`src/rtl/pc_unit.sv`:
```
// pc_unit: program-counter stage with a hardware return-address stack.
//
// Ports:
//   clock       - system clock, all state updates on the rising edge
//   reset       - asynchronous active-low reset
//   pc_op       - 00 hold, 01 increment, 10 branch-class, 11 restart
//   flag        - ALU condition flag
//   cond        - 00 always, 01 if flag, 10 if !flag, 11 never
//   target      - absolute branch/call target
//   call        - qualifies pc_op=10 as a call
//   ret         - qualifies pc_op=10 as a return
//   pc          - current fetch address (registered)
//   taken       - one-cycle pulse after a load other than pc+1 or hold
//   depth       - number of valid return-address entries
//   stack_empty - depth == 0
//   stack_full  - depth == STACK_DEPTH
//   stack_err   - sticky overflow / underflow / illegal call+ret flag
module pc_unit #(
    parameter int unsigned PC_WIDTH     = 8,
    parameter int unsigned STACK_DEPTH  = 4,
    parameter int unsigned RESET_VECTOR = 0
) (
    input  logic                               clock,
    input  logic                               reset,
    input  logic [1:0]                         pc_op,
    input  logic                               flag,
    input  logic [1:0]                         cond,
    input  logic [PC_WIDTH-1:0]                target,
    input  logic                               call,
    input  logic                               ret,
    output logic [PC_WIDTH-1:0]                pc,
    output logic                               taken,
    output logic [$clog2(STACK_DEPTH+1)-1:0]   depth,
    output logic                               stack_empty,
    output logic                               stack_full,
    output logic                               stack_err
);

    localparam int unsigned DW = $clog2(STACK_DEPTH + 1);
    localparam int unsigned IW = (STACK_DEPTH > 1) ? $clog2(STACK_DEPTH) : 1;

    localparam logic [1:0] OP_HOLD    = 2'b00;
    localparam logic [1:0] OP_INC     = 2'b01;
    localparam logic [1:0] OP_BRANCH  = 2'b10;
    localparam logic [1:0] OP_RESTART = 2'b11;

    logic [PC_WIDTH-1:0] stack_mem [STACK_DEPTH];

    logic [PC_WIDTH-1:0] pc_plus1;
    logic                cond_ok;
    logic [PC_WIDTH-1:0] next_pc;
    logic [DW-1:0]       next_depth;
    logic                next_taken;
    logic                next_err;
    logic                do_push;
    logic [IW-1:0]       top_idx;
    logic [IW-1:0]       push_idx;

    assign pc_plus1 = pc + PC_WIDTH'(1);
    assign top_idx  = IW'(depth - DW'(1));
    assign push_idx = IW'(depth);

    always_comb begin
        cond_ok = 1'b0;
        case (cond)
            2'b00:   cond_ok = 1'b1;
            2'b01:   cond_ok = flag;
            2'b10:   cond_ok = ~flag;
            default: cond_ok = 1'b0;
        endcase
    end

    always_comb begin
        next_pc    = pc;
        next_depth = depth;
        next_taken = 1'b0;
        next_err   = stack_err;
        do_push    = 1'b0;
        case (pc_op)
            OP_RESTART: begin
                next_pc    = PC_WIDTH'(RESET_VECTOR);
                next_depth = '0;
                next_err   = 1'b0;
                next_taken = 1'b1;
            end
            OP_HOLD: ;
            OP_INC: next_pc = pc_plus1;
            OP_BRANCH: begin
                if (call && ret) begin
                    next_pc  = pc_plus1;
                    next_err = 1'b1;
                end else if (!cond_ok) begin
                    next_pc = pc_plus1;
                end else if (ret) begin
                    if (depth != '0) begin
                        next_pc    = stack_mem[top_idx];
                        next_depth = depth - DW'(1);
                        next_taken = 1'b1;
                    end else begin
                        next_pc  = pc_plus1;
                        next_err = 1'b1;
                    end
                end else if (call) begin
                    next_pc    = target;
                    next_taken = 1'b1;
                    if (depth < DW'(STACK_DEPTH)) begin
                        do_push    = 1'b1;
                        next_depth = depth + DW'(1);
                    end else begin
                        next_err = 1'b1;
                    end
                end else begin
                    next_pc    = target;
                    next_taken = 1'b1;
                end
            end
            default: ;
        endcase
    end

    // Stack entries share the reset domain so an edge under reset never
    // lands a half-completed push.
    always_ff @(posedge clock or negedge reset) begin
        if (!reset) begin
            pc        <= PC_WIDTH'(RESET_VECTOR);
            taken     <= 1'b0;
            depth     <= '0;
            stack_err <= 1'b0;
            for (int unsigned i = 0; i < STACK_DEPTH; i++) begin
                stack_mem[i] <= '0;
            end
        end else begin
            pc        <= next_pc;
            taken     <= next_taken;
            depth     <= next_depth;
            stack_err <= next_err;
            if (do_push) begin
                stack_mem[push_idx] <= pc_plus1;
            end
        end
    end

    assign stack_empty = (depth == '0);
    assign stack_full  = (depth == DW'(STACK_DEPTH));

endmodule

```
`config.mk`:
```
export PLATFORM = sky130hd
export DESIGN_NAME = pc_unit
export DESIGN_NICKNAME = d
export VERILOG_FILES = /design/src/rtl/pc_unit.sv
export SDC_FILE = /design/constraint.sdc
export NUM_CORES = 1
export LEC_CHECK = 0
export CAP_MARGIN = 20
export CORE_MARGIN = 2
export CORE_UTILIZATION = 50
export DETAILED_ROUTE_END_ITERATION = 8
export PLACE_DENSITY = 0.74
export SLEW_MARGIN = 10
export SYNTH_ARGS = -nofsm -noshare
export SYNTH_HDL_FRONTEND = slang
export SYNTH_SLANG_ARGS = --single-unit
```
`constraint.sdc`:
```
create_clock -name clock -period 2 [get_ports clock]
set_clock_uncertainty 0.05 [all_clocks]
set_input_delay 0.4 -clock clock [delete_from_list [all_inputs] [get_ports clock]]
set_output_delay 0.4 -clock clock [all_outputs]
set_load 0.1 [all_outputs]
```
==> out/results.txt, run 1 <==
outcome: finished clean
Least-Margin Pin Slew: 502 ps
GRT Resource Usage Total: 24.3%
synthesized area per cell: 9.94 um^2
CTS tree: yes
num rows: 25
Layout fillers: 328
CP Class: register to register
GR Overflow Total: 0
non-filler cells, final: 395
R2R Setup Slk: 80 ps
footprint of the multi-input gates: 0.00138 mm^2
internal power: 1.92 mW
#FFs+latches synth: 45
CTS max path bufs: 2
RSZ-0062 raised after global routing: false
vias in the first global route: 2154
GP Congestion: 0.904
post-synthesis cell count: 256
Final Max Slew Viols: 0
reg2reg start: depth[0]$_DFFE_PN0P_
core area: 0.00482 mm^2
Die Ht: 75.3 um
final cycle utilization of the critical path: 96.2%
WL per Instance: 15.3 um
Post-synth EDFFs: 0
Max-slew headroom: 66.3%
power per cell area: 844 mW/mm^2
clock power share: 23.1%
min Tclk post-route: 1920 ps
synthesized cell area: 0.00254 mm^2
Async S/R FF share, synth: 100%
Worst EP arrival: 2070 ps
CTS HTree Levels: 2
Startpoint Class: register
crit path max fanout: 9
Combinational Power Share: 39.5%
total routed wirelength: 6.06 mm
Die W: 75.3 um
Vias/cell: 5.46
hpwl dp: 4.69 mm
Core Util, Final: 73.9%
fmax: 520 MHz
Die ar.: 0.00567 mm^2
Routed Antenna Nets: 0
hold buffer count at cts: 0
Yosys warning count: 0
max cap viols: 0
Fin. Hold Viols: 0
initial antenna violation count: 0
Worst Hold Class: input pin to asynchronous set/reset pin
largest family of logic cells by synthesized area: compound AO/OA/AOI/OAI gates
vias: 2156
# port buffers: 31
Netlist cell types: 50
clk sink count: 45
GR Util met3: 4.50%
nets@finish: 354
Final Worst Setup Slack: 77.0 ps
met2 GRT Util: 39.7%
Synth Area in Compound Gates: 17.4%
most common cell after layout, fill and taps aside: buf_4
CTS root buf: clkbuf_8
DR DRC count: 0
First DRT Iteration DRCs: 120
largest net degree at the start of global routing: 26
leakage: 1.58 nW
number of placed cells counting well taps: 384
register area share after synthesis: 44.3%
Min Hold Slack: 6.30 ps
I/O pin count: 32
Critical R2R Capture: pc[3]$_DFFE_PN0P_
maximum VDD drop: 588 uV
post-synthesis simple-gate area fraction: 16.4%
post-synthesis mux area share: 10.6%
Sw Share: 36.1%
CP Data Required Time: 2150 ps
Final Setup Violations: 0
CTS Buf Count: 5
drt pass-1 iters: 4
Psw: 1.08 mW
first-pass GRT wire length: 10.3 mm
adder-cell share of the synthesized area: 4.92%
Synth Net Count: 283
Initial Util: 52.8%
most frequent cells in the layout: buf_4, nand2_1, dfrtp_1
Most used DFF post-synth: dfrtp_1
Area growth syn-to-layout: 40.0%
area taken by flip-flops and latches: 0.00114 mm^2
diode count: 0
layout cells sized above 1: 33.8%
GRT busiest layer: met2
Clock Latency Late Sink: 300 ps
Synth Area in XOR/XNOR: 2.41%
R2R depth: 6
GR met1 Demand/Resource: 33.3%
post-place setup slack: -352 ps
sequential fraction of design power: 37.5%
endpoint type of the worst setup path: register
clock transition at the registers of the reported paths: 90 ps
-- synthesized netlist by cell type, types with 3 or more instances --
master     n  area (um^2)
dfrtp_1   45         1130
nand2_1   43          161
o21ai_0   27          135
a21oi_1   15         75.1
nor2_1    13         48.8
inv_1     11         41.3
ha_1      10          125
mux4_2     8          180
mux2_2     5         56.3
nor3_1     5         25.0
buf_2      4         20.0
o211ai_1   4         30.0
or3_1      4         25.0
xnor2_1    4         35.0
a31oi_1    3         18.8
and2_1     3         18.8
buf_4      3         22.5
clkbuf_1   3         11.3
nand3_1    3         15.0
xor2_1     3         26.3
-- registers in the layout, indices dropped and copies added (netlist names) --
register   flops
stack_mem     32
pc             8
depth          3
stack_err      1
taken          1
-- critical path, stage by stage (launching register included) --
cell     delay (ps)
dfrtp_4         470
inv_6            50
ha_4            340
mux4_2          320
or3_1           400
a21oi_2         120
o21ai_1          70
-- cell type report --
class / count / share of cell area (%)
Timing Repair Buffer: 75 / 22.3
Clock inverter: 2 / 1.09
Tap cell: 67 / 2.35
Inverter: 11 / 1.40
Sequential cell: 45 / 32.0
Multi-Input combinational cell: 189 / 38.7
Clock buffer: 6 / 2.04
-- repair_timing --
item,4_1_cts,5_1_grt
resized for setup,2,16
pin swaps,0,5
buffers inserted,1,2
endpoints found under the setup margin,2,40
cloned,0,0
-- metal layers --
layer | routed length [um] | share of wire (%)
met4 | 123 | 2.0
met1 | 2710 | 45
met3 | 224 | 3.7
met2 | 3000 | 50
met5 | 0 | 0
-- power by group through the flow --
| stage | clock [mW] | sequential, mW | combinational (mW) |
|---|---|---|---|
| 2_1_floorplan | 0 | 1.30 | 0.569 |
| 3_3_place_gp | 0 | 1.14 | 1.11 |
| 3_5_place_dp | 0 | 1.14 | 1.13 |
| 4_1_cts | 0.705 | 1.12 | 1.16 |
| 5_1_grt | 0.746 | 1.14 | 1.27 |
| 6_report | 0.694 | 1.13 | 1.19 |
-- cell families (layout without fill, tap and decap cells) --
family	after synthesis	count (layout)
simple gates	85	85
buf+inv	22	94
mux	16	16
compound gates	71	71
fa+ha+maj	10	10
xor+xnor	7	7
flops	45	45
-- metrics by stage --
step | TNS [ps] | total power, mW | cell area [um^2]
global route | 0 | 3.16 | 3560
CTS | 0 | 2.99 | 3490
detailed placement | -10220 | 2.27 | 3370
global placement | -8740 | 2.25 | 3370
floorplan | -3430 | 1.86 | 2610
finish | 0 | 3.01 | 3560
-- worst max-delay path by stage --
stage                              start                   endpoint  slack [ps]
floorplan           depth[0]$_DFFE_PN0P_          pc[3]$_DFFE_PN0P_        -520
global placement                pc_op[0]          pc[6]$_DFFE_PN0P_        -310
detailed placement              pc_op[1]          pc[6]$_DFFE_PN0P_        -350
CTS                             pc_op[0]  stack_mem[15]$_DFFE_PN0P_           2
global route        depth[0]$_DFFE_PN0P_          pc[4]$_DFFE_PN0P_          10
finish              depth[0]$_DFFE_PN0P_          pc[3]$_DFFE_PN0P_          80
Power figures use the tool's default switching activity.
==> run 2: changes to the inputs <==
--- a/config.mk
+++ b/config.mk
@@ -10,6 +10,7 @@
 export CORE_UTILIZATION = 50
 export DETAILED_ROUTE_END_ITERATION = 8
 export PLACE_DENSITY = 0.74
+export SKIP_LAST_GASP = 1
 export SLEW_MARGIN = 10
 export SYNTH_ARGS = -nofsm -noshare
 export SYNTH_HDL_FRONTEND = slang
==> out/results.txt, run 2 (same netlist as run 1, synthesis figures left out) <==
outcome: finished clean (unchanged)
R2R depth: 6 (unchanged)
Die Ht: 75.3 um (unchanged)
Final Setup Violations: 0 (unchanged)
CP Class: register to register (unchanged)
RSZ-0062 raised after global routing: true (was false)
crit path max fanout: 9 (unchanged)
most common cell after layout, fill and taps aside: buf_4 (unchanged)
CTS HTree Levels: 2 (unchanged)
Die W: 75.3 um (unchanged)
area taken by flip-flops and latches: 0.00114 mm^2 (unchanged)
drt pass-1 iters: 4 (unchanged)
max reg flops: 32 (unchanged)
initial antenna violation count: 0 (unchanged)
Initial Util: 52.8% (unchanged)
Vias/cell: 5.44 (was 5.46)
vias: 2150 (was 2156)
final cycle utilization of the critical path: 96.6% (was 96.2%)
clock transition at the registers of the reported paths: 90 ps (about the same)
footprint of the multi-input gates: 0.00138 mm^2 (about the same)
largest net degree at the start of global routing: 26 (unchanged)
min Tclk post-route: 1930 ps (was 1920 ps)
Worst EP arrival: 2080 ps (was 2070 ps)
Layout fillers: 330 (was 328)
DR DRC count: 0 (unchanged)
endpoint type of the worst setup path: register (unchanged)
First DRT Iteration DRCs: 121 (was 120)
num rows: 25 (unchanged)
CP Data Required Time: 2140 ps (was 2150 ps)
WL per Instance: 15.3 um (about the same)
Die ar.: 0.00567 mm^2 (unchanged)
Max-slew headroom: 65.7% (was 66.3%)
Clock Latency Late Sink: 300 ps (about the same)
GP Congestion: 0.904 (unchanged)
core area: 0.00482 mm^2 (unchanged)
Design Area, Final: 0.00356 mm^2 (about the same)
Worst Hold Class: input pin to asynchronous set/reset pin (unchanged)
GRT Resource Usage Total: 24.3% (unchanged)
hold buffer count at cts: 0 (unchanged)
Area growth syn-to-layout: 39.9% (was 40.0%)
CTS tree: yes (unchanged)
most frequent cells in the layout: buf_4, nand2_1, dfrtp_1 (unchanged)
hpwl dp: 4.69 mm (unchanged)
biggest regs: stack_mem x32, pc x8, depth x3 (unchanged)
GR Overflow Total: 0 (unchanged)
placed inst area: 0.00337 mm^2 (unchanged)
diode count: 0 (unchanged)
Least-Margin Pin Slew: 515 ps (was 502 ps)
maximum VDD drop: 589 uV (was 588 uV)
Startpoint Class: register (unchanged)
CTS Buf Count: 5 (unchanged)
Final Max Slew Viols: 0 (unchanged)
setup tns final: 0 ps (unchanged)
Top reg by flops: stack_mem (unchanged)
reg2reg start: depth[0]$_DFFE_PN0P_ (unchanged)
max cap viols: 0 (unchanged)
leakage: 1.58 nW (about the same)
origin of the worst setup path: depth[0]$_DFFE_PN0P_ (unchanged)
vias in the first global route: 2154 (unchanged)
CTS root buf: clkbuf_8 (unchanged)
nets@finish: 354 (unchanged)
I/O pin count: 32 (unchanged)
clk sink count: 45 (unchanged)
# port buffers: 31 (unchanged)
layout cells sized above 1: 33.5% (was 33.8%)
first-pass GRT wire length: 10.3 mm (unchanged)
Fin. Hold Viols: 0 (unchanged)
CTS max path bufs: 2 (unchanged)
fmax: 517 MHz (was 520 MHz)
power per cell area: 843 mW/mm^2 (was 844 mW/mm^2)
Routed Antenna Nets: 0 (unchanged)
total routed wirelength: 6.05 mm (was 6.06 mm)
## run 2: cell counts in the layout (fill, tap and decap cells not counted)
No cell type changed its count.
## run 2: worst max-delay path, stage by stage, from the launching register on
cell	delay (ps)
dfrtp_4	460
inv_6	50
ha_4	340
mux4_2	320
or3_1	380
a21oi_1	140
o21ai_1	80
## run 2: per-stage QoR
step / hold slack [ps] / setup slack, ps / power [mW] / std cells / util [%]
floorplan: 54.4 / -520 / 1.86 / 256 / -
global placement: 343 / -308 / 2.25 / 384 / 69.9
detailed placement: 353 / -352 / 2.27 / 384 / 69.9
CTS: 19.7 / 1.80 / 2.99 / 393 / 72.4
global route: 48.7 / -14.4 / 3.15 / 395 / 73.9
finish: 8.49 / 67.4 / 3.00 / 395 / 73.9
## run 2: what timing repair did
action	CTS	global route
setup endpoints to repair	2	40
buffers inserted	1	2
pin swaps	0	5
resized for setup	2	15
## run 2: routing by layer
layer	global-route usage, %	share of wire [%]	routed length [um]	vias to the layer above
li1	-	-	-	1057
met1	33.3	44	2660	1034
met2	39.7	50	3020	45
met3	4.50	4.1	247	14
met4	7.60	2.0	123	0
met5	0	0	0	-
## run 2: power by group
group | internal (mW) | total, mW | leakage (nW) | switching, mW
clock | 0.375 | 0.690 | 0.0554 | 0.315
combinational | 0.511 | 1.18 | 0.934 | 0.671
sequential | 1.03 | 1.13 | 0.593 | 0.0915
total | 1.92 | 3.00 | 1.58 | 1.08
## run 2: worst paths after layout
check | to | slack (ps)
worst min register to register | stack_mem[14]$_DFFE_PN0P_ | 430
worst max register to register | pc[3]$_DFFE_PN0P_ | 70
worst min-delay path | taken$_DFF_PN0_ | 8
max in group asynchronous | depth[0]$_DFFE_PN0P_ | 1350
min in group clock | stack_mem[14]$_DFFE_PN0P_ | 430
worst max-delay path | pc[3]$_DFFE_PN0P_ | 70
## run 2: area by class of cell
class	instances	area share, %
sequential	45	32.1
tap	67	2.36
inverter	11	1.41
timing repair buffer	75	22.4
clock buffer	6	2.04
multi-input combinational	189	38.7
clock inverter	2	1.09
==> run 3: changes to the inputs <==
--- a/config.mk
+++ b/config.mk
@@ -7,9 +7,10 @@
 export LEC_CHECK = 0
 export CAP_MARGIN = 20
 export CORE_MARGIN = 2
-export CORE_UTILIZATION = 50
+export CORE_UTILIZATION = 55
 export DETAILED_ROUTE_END_ITERATION = 8
-export PLACE_DENSITY = 0.74
+export PLACE_DENSITY = 0.77
+export SETUP_SLACK_MARGIN = 0.5
 export SKIP_LAST_GASP = 1
 export SLEW_MARGIN = 10
 export SYNTH_ARGS = -nofsm -noshare
==> constraint.sdc (replaced) <==
create_clock -name clock -period 1.9 [get_ports clock]
set_clock_uncertainty 0.05 [all_clocks]
set_input_delay 0.285 -clock clock [delete_from_list [all_inputs] [get_ports clock]]
set_output_delay 0.285 -clock clock [all_outputs]
set_load 0.1 [all_outputs]
==> out/results.txt, run 3 (same netlist as run 1, synthesis figures left out) <==
vias: 2962 (was 2150)
endpoint type of the worst setup path: register (unchanged)
num rows: 24 (was 25)
Startpoint Class: register (unchanged)
Die ar.: 0.00518 mm^2 (was 0.00567 mm^2)
clk sink count: 45 (unchanged)
CP Capture Point: pc[2]$_DFFE_PN0P_ (was pc[3]$_DFFE_PN0P_)
total routed wirelength: 11.6 mm (was 6.05 mm)
most frequent cells in the layout: buf_4, dfrtp_1, buf_6 (was buf_4, nand2_1, dfrtp_1)
Final Setup Violations: 14 (was 0)
Routed Antenna Nets: 0 (unchanged)
Layout fillers: 90 (was 330)
core area: 0.00441 mm^2 (was 0.00482 mm^2)
Clock Latency Late Sink: 310 ps (was 300 ps)
failing checks: negative setup slack
RSZ-0062 raised after global routing: true (unchanged)
origin of the worst setup path: depth[0]$_DFFE_PN0P_ (unchanged)
max reg flops: 32 (unchanged)
placed inst area: 0.00348 mm^2 (was 0.00337 mm^2)
leakage: 1.78 nW (was 1.58 nW)
Vias/cell: 7.42 (was 5.44)
# port buffers: 31 (unchanged)
CTS Buf Count: 5 (unchanged)
GRT Resource Usage Total: 32.3% (was 24.3%)
R2R Setup Slk: -100 ps (was 70 ps)
layout cells sized above 1: 58.2% (was 33.5%)
Fin. Hold Viols: 0 (unchanged)
DR DRC count: 0 (unchanged)
I/O pin count: 32 (unchanged)
WL per Instance: 29.1 um (was 15.3 um)
Final Worst Setup Slack: -98.9 ps (was 67.4 ps)
largest net degree at the start of global routing: 22 (was 26)
Design Power: 3.69 mW (was 3.00 mW)
GP Congestion: 0.958 (was 0.904)
max cap viols: 0 (unchanged)
power per cell area: 873 mW/mm^2 (was 843 mW/mm^2)
initial antenna violation count: 0 (unchanged)
CTS tree: yes (unchanged)
clock transition at the registers of the reported paths: 100 ps (was 90 ps)
min Tclk post-route: 2000 ps (was 1930 ps)
most common cell after layout, fill and taps aside: buf_4 (unchanged)
Worst Hold Class: input pin to asynchronous set/reset pin (unchanged)
CTS root buf: clkbuf_8 (unchanged)
Critical R2R Capture: pc[2]$_DFFE_PN0P_ (was pc[3]$_DFFE_PN0P_)
CTS HTree Levels: 2 (unchanged)
Final Max Slew Viols: 0 (unchanged)
crit path max fanout: 6 (was 9)
reg2reg start: depth[0]$_DFFE_PN0P_ (unchanged)
GR Overflow Total: 0 (unchanged)
first-pass GRT wire length: 12.6 mm (was 10.3 mm)
maximum VDD drop: 733 uV (was 589 uV)
R2R depth: 7 (was 6)
Design Area, Final: 0.00422 mm^2 (was 0.00356 mm^2)
Max-slew headroom: 69.2% (was 65.7%)
CP Class: register to register (unchanged)
CTS max path bufs: 2 (unchanged)
diode count: 0 (unchanged)
Die Ht: 72.0 um (was 75.3 um)
CP Data Required Time: 2050 ps (was 2140 ps)
Area growth syn-to-layout: 66.0% (was 39.9%)
Top reg by flops: stack_mem (unchanged)
Least-Margin Pin Slew: 458 ps (was 515 ps)
Worst EP arrival: 2150 ps (was 2080 ps)
Die W: 72.0 um (was 75.3 um)
setup tns final: -499 ps (was 0 ps)
outcome: complete, but fails checks (was finished clean)
fmax: 500 MHz (was 517 MHz)
hpwl dp: 5.21 mm (was 4.69 mm)
First DRT Iteration DRCs: 449 (was 121)
final cycle utilization of the critical path: 105% (was 96.6%)
Initial Util: 57.6% (was 52.8%)
biggest regs: stack_mem x32, pc x8, depth x3 (unchanged)
nets@finish: 373 (was 354)
drt pass-1 iters: 5 (was 4)
vias in the first global route: 2497 (was 2154)
[run 3: cell count changes in the layout (fill, tap and decap cells not counted), sizes merged]
| cell | delta |
|---|---|
| clkdlybuf4s15 | +1 |
| inv | +3 |
| clkdlybuf4s50 | -4 |
| dlygate4sd3 | +1 |
| clkbuf | +1 |
| bufinv | -1 |
| dlygate4sd2 | +4 |
| buf | +16 |
| clkinv | -1 |
| dlymetal6s2s | -1 |
[run 3: what timing repair did]
item                                    CTS  global route
hold endpoints to repair                 15             0
resized for setup                        41            96
cloned                                    2             2
endpoints found under the setup margin   50            51
pin swaps                                14            19
setup buffers                             6             5
hold buffers                              1             0
[run 3: power breakdown]
| part | total (mW) | internal, mW | switching (mW) |
|---|---|---|---|
| Combinational | 1.77 | 0.783 | 0.984 |
| Sequential | 1.26 | 1.10 | 0.163 |
| Clock | 0.662 | 0.278 | 0.384 |
[run 3: layer usage]
layer | global-route usage, % | part of all wire [%]
met5 | 0 | 0
met4 | 13.0 | 8.0
met3 | 5.00 | 10
met2 | 54.0 | 47
met1 | 42.5 | 35
[run 3: worst min-delay path by stage]
stage	start	to	slack [ps]
finish	reset	depth[1]$_DFFE_PN0P_	400
global route	call	stack_err$_DFFE_PN0P_	440
CTS	reset	stack_mem[8]$_DFFE_PN0P_	380
detailed placement	reset	stack_mem[9]$_DFFE_PN0P_	180
global placement	reset	depth[0]$_DFFE_PN0P_	170
floorplan	reset	pc[7]$_DFFE_PN0P_	-60
[run 3: worst max-delay path, stage by stage (launching register included)]
cell and delay (ps):
dfrtp_4 500, inv_8 50, ha_4 340, mux4_2 400, a31oi_4 190, nor3_1 70
a41oi_1 190, o21ai_1 100
[run 3: stage by stage]
| stage | hold slack [ps] | setup slack, ps | instances | utilization, % |
|---|---|---|---|---|
| floorplan | -60.6 | -611 | 256 | - |
| global placement | 175 | -287 | 375 | 78.9 |
| detailed placement | 182 | -350 | 375 | 78.9 |
| CTS | 375 | 33.3 | 392 | 85.6 |
| global route | 441 | -135 | 399 | 95.7 |
| finish | 403 | -98.9 | 399 | 95.7 |
[run 3: area by class of cell]
class / count / area (um^2) / share of cell area, %
Inverter: 11 / 55.1 / 1.30
Tap cell: 52 / 65.1 / 1.54
Timing Repair Buffer: 94 / 1060 / 25.2
Sequential cell: 45 / 1160 / 27.6
Clock buffer: 5 / 68.8 / 1.63
Clock inverter: 3 / 28.8 / 0.681
Multi-Input combinational cell: 189 / 1780 / 42.1
